[config.mk]
export PLATFORM = sky130hd
export DESIGN_NAME = bcd_mod_counter
export DESIGN_NICKNAME = d
export VERILOG_FILES = /design/src/rtl/bcd_mod_counter.sv
export SDC_FILE = /design/constraint.sdc
export NUM_CORES = 1
export LEC_CHECK = 0
export CORE_UTILIZATION = 35
export DETAILED_ROUTE_END_ITERATION = 8
export PLACE_DENSITY_LB_ADDON = 0.08
export RECOVER_POWER = 100
export SYNTH_ARGS = -nofsm -noshare
export SYNTH_HDL_FRONTEND = slang
export SYNTH_SLANG_ARGS = --single-unit
[constraint.sdc]
create_clock -name i_clk -period 4 [get_ports i_clk]
set_input_delay 0.4 -clock i_clk [delete_from_list [all_inputs] [get_ports i_clk]]
set_output_delay 0.4 -clock i_clk [all_outputs]
set_load 0.05 [all_outputs]
[src/rtl/bcd_mod_counter.sv]
// Multi-digit BCD up/down counter with programmable modulus and floor value,
// synchronous preset load with range checking, and registered wrap pulses.
module bcd_mod_counter #(
  parameter int DIGITS  = 2,
  parameter int MODULUS = 60,
  parameter int MIN_VAL = 0
) (
  input  logic                i_clk,
  input  logic                i_reset_n,
  input  logic                i_ena,
  input  logic                i_inc,
  input  logic                i_load,
  input  logic [4*DIGITS-1:0] i_load_val,
  output logic [4*DIGITS-1:0] o_q,
  output logic                o_carry,
  output logic                o_borrow,
  output logic                o_roll,
  output logic                o_load_err
);

  localparam int W       = 4 * DIGITS;
  localparam int MAX_VAL = MIN_VAL + MODULUS - 1;

  function automatic int pow10(input int n);
    int r;
    r = 1;
    for (int k = 0; k < n; k++) begin
      r = r * 10;
    end
    return r;
  endfunction

  function automatic logic [W-1:0] to_bcd(input int v);
    logic [W-1:0] r;
    int           t;
    r = {W{1'b0}};
    t = v;
    for (int d = 0; d < DIGITS; d++) begin
      r[4*d +: 4] = 4'(t % 10);
      t           = t / 10;
    end
    return r;
  endfunction

  localparam logic [W-1:0] MIN_BCD = to_bcd(MIN_VAL);
  localparam logic [W-1:0] MAX_BCD = to_bcd(MAX_VAL);

  if (MODULUS < 2 || MIN_VAL < 0 || MAX_VAL >= pow10(DIGITS)) begin : g_param_check
    $error("bcd_mod_counter: MODULUS must be >= 2 and MIN_VAL..MAX_VAL must fit in DIGITS BCD digits");
  end

  logic [W-1:0] r_q;
  logic         r_carry;
  logic         r_borrow;
  logic         r_roll;
  logic         r_load_err;

  logic [W-1:0] w_inc_q;
  logic [W-1:0] w_dec_q;
  logic [W-1:0] w_q_next;
  logic         w_digits_ok;
  logic         w_ge_min;
  logic         w_load_ok;
  logic         w_carry_next;
  logic         w_borrow_next;
  logic         w_err_next;

  // With a valid-digit BCD value, unsigned vector order equals numeric order.
  if (MIN_VAL == 0) begin : g_ge_min_zero
    assign w_ge_min = 1'b1;
  end else begin : g_ge_min_cmp
    assign w_ge_min = (i_load_val >= MIN_BCD);
  end

  assign w_load_ok = w_digits_ok && w_ge_min && (i_load_val <= MAX_BCD);

  // Per-digit BCD increment/decrement ripple and load digit validation.
  always_comb begin
    logic       w_c;
    logic       w_b;
    logic [3:0] w_dig;
    w_c         = 1'b1;
    w_b         = 1'b1;
    w_digits_ok = 1'b1;
    w_inc_q     = r_q;
    w_dec_q     = r_q;
    for (int d = 0; d < DIGITS; d++) begin
      w_dig = r_q[4*d +: 4];
      if (w_c) begin
        if (w_dig == 4'd9) begin
          w_inc_q[4*d +: 4] = 4'd0;
        end else begin
          w_inc_q[4*d +: 4] = w_dig + 4'd1;
        end
      end else begin
        w_inc_q[4*d +: 4] = w_dig;
      end
      if (w_b) begin
        if (w_dig == 4'd0) begin
          w_dec_q[4*d +: 4] = 4'd9;
        end else begin
          w_dec_q[4*d +: 4] = w_dig - 4'd1;
        end
      end else begin
        w_dec_q[4*d +: 4] = w_dig;
      end
      w_c = w_c & (w_dig == 4'd9);
      w_b = w_b & (w_dig == 4'd0);
      if (i_load_val[4*d +: 4] > 4'd9) begin
        w_digits_ok = 1'b0;
      end else begin
        w_digits_ok = w_digits_ok;
      end
    end
  end

  // Next count and pulse selection: load beats count beats hold.
  always_comb begin
    w_q_next      = r_q;
    w_carry_next  = 1'b0;
    w_borrow_next = 1'b0;
    w_err_next    = 1'b0;
    if (i_load) begin
      if (w_load_ok) begin
        w_q_next = i_load_val;
      end else begin
        w_err_next = 1'b1;
      end
    end else if (i_ena) begin
      if (i_inc) begin
        if (r_q == MAX_BCD) begin
          w_q_next     = MIN_BCD;
          w_carry_next = 1'b1;
        end else begin
          w_q_next = w_inc_q;
        end
      end else begin
        if (r_q == MIN_BCD) begin
          w_q_next      = MAX_BCD;
          w_borrow_next = 1'b1;
        end else begin
          w_q_next = w_dec_q;
        end
      end
    end else begin
      w_q_next = r_q;
    end
  end

  // Count register and pulse flops; reset overrides load and count.
  always_ff @(posedge i_clk) begin
    if (!i_reset_n) begin
      r_q        <= MIN_BCD;
      r_carry    <= 1'b0;
      r_borrow   <= 1'b0;
      r_roll     <= 1'b0;
      r_load_err <= 1'b0;
    end else begin
      r_q        <= w_q_next;
      r_carry    <= w_carry_next;
      r_borrow   <= w_borrow_next;
      r_roll     <= w_carry_next | w_borrow_next;
      r_load_err <= w_err_next;
    end
  end

  assign o_q        = r_q;
  assign o_carry    = r_carry;
  assign o_borrow   = r_borrow;
  assign o_roll     = r_roll;
  assign o_load_err = r_load_err;

endmodule
Word-level counts from Yosys, hierarchy flattened. Index checks and enable logic that the tools add are counted.

Reduce and logical (&&, ||, !) cells: 9. Multiply operators: 0. $add $sub $neg: 4. Magnitude comparators: 3. Shifts and indexed selects: 0. Divide/modulo/power cells: 0. Equality and inequality tests: 5. Multiplexer cells: 23. Bitwise gates (word level): 1.

Operators with widths (number): 8-bit two-way mux (6); 4-bit two-way mux (6); 1-bit two-way mux (11); 4-bit by 1-bit adder with 4-bit output, second input constant (2); 4-bit == test, second input constant (2); 8-bit by 7-bit == test with 1-bit output, second input constant (1); 4-bit > comparator, second input constant (2); 8-bit by 7-bit less-or-equal comparator with 1-bit output, second input constant (1); 4-bit logical NOT (2); 8-bit logical NOT (1); 4-bit by 1-bit subtractor with 4-bit output, second input constant (2); 4-bit by 1-bit != test with 1-bit output, second input constant (1); 2-bit AND reduction (2); 4-bit AND reduction (1); 4-bit nonzero test (1); 2-bit by 1-bit != test with 1-bit output, second input constant (1); 2-bit nonzero test (1); 1-bit logical AND (1); 1-bit OR (1).

RAM bits: 0. Logic and storage cells: 51. Register bits after elaboration: 12. Bits of input ports: 13. ROM bits: 0. Latch bits: 0. Memories kept: 0.

Logic depth before layout (Yosys ltp).
Depth in word-level cells: 7. Depth in mapped cells: 6. Gate-level depth less buffers: 6.

Least setup slack after synthesis. No wires, ideal clock.

Path type: register to register. From: reg r_q[1] (netlist: o_q[1]). To: reg r_q[6] (netlist: o_q[6]). Arrival: 1.812 ns. Cell stages (with the launch flop): 7. Data required time: 3.881 ns. Path buffers: 0. Setup slack: 2.070 ns. Cell sequence: dfxtp_1 inv_1 ha_1 and3_1 o211ai_2 nand2_1 o221a_2.

Word-level cells in the longest chain between the ends: 5. Elaborated cells on any way between the ends: 12.

RTL lines: start, declared (line 52) `logic [W-1:0] r_q;`; start signal, assigned (line 159) `r_q <= w_q_next;`; 8-bit by 7-bit == test with 1-bit output / 8-bit logical NOT (equally long branches) (line 131, 138); 8-bit two-way mux (on tied branches) (line 131, 138); 8-bit two-way mux (line 130) `if (i_inc) begin`; 8-bit two-way mux (line 129) `end else if (i_ena) begin`; 8-bit two-way mux (line 123) `if (i_load) begin`.

Parallel ways exist; a longest one is shown, timed or not. The select of a mux whose other input is x is not followed. A chain may end at the register's enable or synchronous reset.

Worst setup path in the final report.
From: reg r_q[5] (netlist: o_q[5]). To: out o_q[5].

RTL lines: end, declared (line 14) `output logic [4*DIGITS-1:0] o_q,`.

No word-level cell between the ends.

==> results.md <==
- Status: finished clean
- Hold Crit Depth: 2
- Reg power frac: 39.9%
- Synth warnings: 0
- FF+latch count, synth: 12
- Final period util: between 50% and 60%
- Post-Syn Nets: 133
- DRT Pass-1 Iters: 4
- Post-synth cell types: 48
- Clock share of power: between 20% and 30%
- Hold Path End: o_q[1]$_SDFFE_PN0P_
- Leak: 0.5290 nW
- Layout cells sized above 1: a little under a tenth
- VDD IR max: 0.1987 mV
- I/O Pins: 25
- Initial DRC count: 16
- Worst-margin pin slew: 568.2 ps
- Switching power: 0.1225 mW
- Mapped cell area: 967.2 um2
- Top Layer Used: met4
- Post-synthesis adder-cell area fraction: 3.881%
- Top delay family on crit path: buffers and inverters
- Clk sinks: 12
- GR Overflow Total: 0
- Worst EP required: 3600 ps
- Post-CTS Resized: 0
- Post-layout min period: 2187 ps
- Critical path endpoint category: output port
- GR Util All Layers: 17.93%
- Synth cell count leaders: 12 x dfxtp_1, 12 x nand2_1, 7 x inv_1, 7 x o21ai_0
- Cell Pwr Density: 291.4 mW/mm2
- Simple logic cell fraction of the synthesized area: 25.61%
- TritonCTS buffer count: 3
- Area grow syn2layout: 25.87%
- Comb power frac: approximately 33%
- Util after Layout: 47.84%
- Final net count: 154
- Chip Width: 54.57 um
- Final setup fails: 0
- Most used DFF post-synth: dfxtp_1
- R2R cell count: 6
- Area of the multi-input gates: 636.9 um2
- Post-synth EDFFs: 0
- Clk_skew: roughly 1.3 ps
- Sequential cell area: 240.2 um2
- Gpl congestion: 0.8545
- Clk root buf: clkbuf_4
- Post-synthesis cell count: around 120
- # hold bufs at CTS: 0
- Top cells by area in the synthesized netlist: dfxtp_1 25%, buf_6 4.7%, nand2_1 4.7%
- Post-CTS setup repair buffer count: 0
- Critical R2R Launch: o_q[0]$_SDFFE_PN0P_
- Clock Latency Late Sink: 280 ps
- Initial Util: 38.00%
- Wirelength per Cell: 14.11 um
- Sequential area share after synthesis: 24.84%
- Core ar.: 0.002545 mm2
- CP max stage delay: 930 ps
- Unrepaired setup endpoints after global routing: false
- FFs w/ async S/R, synth: 0%
- H-tree levels: 1
- Area share of the largest cell type after synthesis: 24.84%
- DR DRC count: 0
- Largest net degree at the start of global routing: 17
- Worst slew margin: 61.99%
- Crit-path slowest cell: dlygate4sd3_1
- Fin Setup TNS: 0 ps
- Wirelength, routed: 2356 um
- Final hold vios: 0
- Largest family of logic cells by synthesized area: compound AO/OA/AOI/OAI gates
- CTS tree: built
- Routed length on met2: 1039 um
- Hold crit path type: flip-flop to flip-flop
- Number of global-route vias before repair: roughly 800
- Arr. time, crit path: 1790 ps
- Sw Ratio: 34.52%
- Mux contribution to synthesized area: approximately 4.3%
- # port buffers: 24
- Critical Path, Cell by Cell: dlygate4sd3_1
- Initial antenna violation count: 0
- CP bufs+invs: 1
- Pins Over Slew Limit: 0
- Post-DRT Antenna Nets: 0
- Met3 wire length: 123 um
- Max-Cap Viols: 0
- Worst Path Class, Setup: flip-flop to output port
- Antenna diodes: 0
- HP Start: o_q[1]$_SDFFE_PN0P_
- Critical Path Source Type: flip-flop
- Compound-Gate Fraction of Synth Area: a little under a third
- CTS Buffer Depth: 2
- Chip height: around 55 um
- Filler cells: 265
- Pint: 0.2323 mW
- Crit Reg-Reg Endpoint: o_q[6]$_SDFFE_PN0P_
- Post-synthesis xor/xnor area fraction: 0.9056%
- Detail Placement HPWL: 1737 um
- Worst-path clk slew: 80 ps
- Met1 WL: 1167 um
- Row cnt: 18
- Mean post-synth cell area: ~8.3 um2
- Max Clock Freq: 0.4572 GHz
- First-pass GRT wire length: 3684 um
- Via count: 936
- R2R setup slack: around 2200 ps
- DR vias/cell: 5.605
- Post-synth top area cell: dfxtp_1
- Die area: 0.002977 mm2
- CP Max Fanout: 12
worst max-delay path by stage:
stage	to	slack (ps)	startpoint	cells after the start
3_5_place_dp	o_q[6]$_SDFFE_PN0P_	1790	i_load	5
5_1_grt	o_q[6]	1730	o_q[6]$_SDFFE_PN0P_	1
4_1_cts	o_q[5]	1860	o_q[5]$_SDFFE_PN0P_	1
3_3_place_gp	o_q[6]$_SDFFE_PN0P_	1850	i_load	4
2_1_floorplan	o_q[6]$_SDFFE_PN0P_	2070	o_q[1]$_SDFFE_PN0P_	6
6_report	o_q[5]	1810	o_q[5]$_SDFFE_PN0P_	1
power by group through the flow:
stage	sequential (mW)	combinational [mW]	clock, mW
after global routing	0.144	0.127	0.107
final	0.142	0.116	0.0977
after CTS	0.142	0.119	0.102
after global placement	0.144	0.119	0
after floorplan	0.159	0.0700	0
after detailed placement	0.144	0.118	0
routing by layer:
metal / vias up / GRT usage (%)
met5: - / 0
met4: 0 / 6.838
met3: 5 / 6.111
met2: 30 / 25.00
met1: 429 / 24.92
li1: 472 / -
cell type report:
class | instances | share of cell area, %
clock buffer | 4 | 2.980
sequential | 12 | 19.73
timing repair buffer | 24 | 19.73
inverter | 7 | 2.158
tap | 30 | 3.083
multi-input combinational | 90 | 52.31
state kept, by name (all words and copies together), names as in the netlist:
register and flops:
o_borrow 1, o_carry 1, o_q 8, o_load_err 1, o_roll 1
layout by cell type (no fill, tap or decap), types with 3 or more instances in the layout:
cell	Yosys	routed
o21ai_0	7	7
mux2i_1	3	3
a21oi_1	5	5
dlygate4sd3_1	0	13
ha_1	3	3
nor2_1	5	5
nand2_1	12	12
clkbuf_4	0	3
nor2b_1	5	5
dfxtp_1	12	12
and3_1	4	4
inv_1	7	7
clkdlybuf4s50_1	0	11
o22ai_1	4	4
kinds of logic after synthesis:
family	after synthesis
xor gates and xnor gates	1
and+or+nand+nor	42
buffers and inverters	15
DFF	12
AOI/OAI and AO/OA	40
muxes	4
adders and majority gates	3
through the flow:
| stage | area (um2) | worst slack (ps) | std cells | power, mW | hold slack [ps] |
|---|---|---|---|---|---|
| 2_1_floorplan | 967.2 | 2070 | 117 | 0.2286 | 571.4 |
| 4_1_cts | 1217 | 1860 | 167 | 0.3623 | 552.4 |
| 3_3_place_gp | 1181 | 1853 | 163 | 0.2630 | 531.5 |
| 5_1_grt | 1217 | 1728 | 167 | 0.3776 | 600.8 |
| 6_report | 1217 | 1813 | 167 | 0.3548 | 551.6 |
| 3_5_place_dp | 1181 | 1790 | 163 | 0.2625 | 536.7 |
Note: power is estimated with default switching activity, not from simulation.
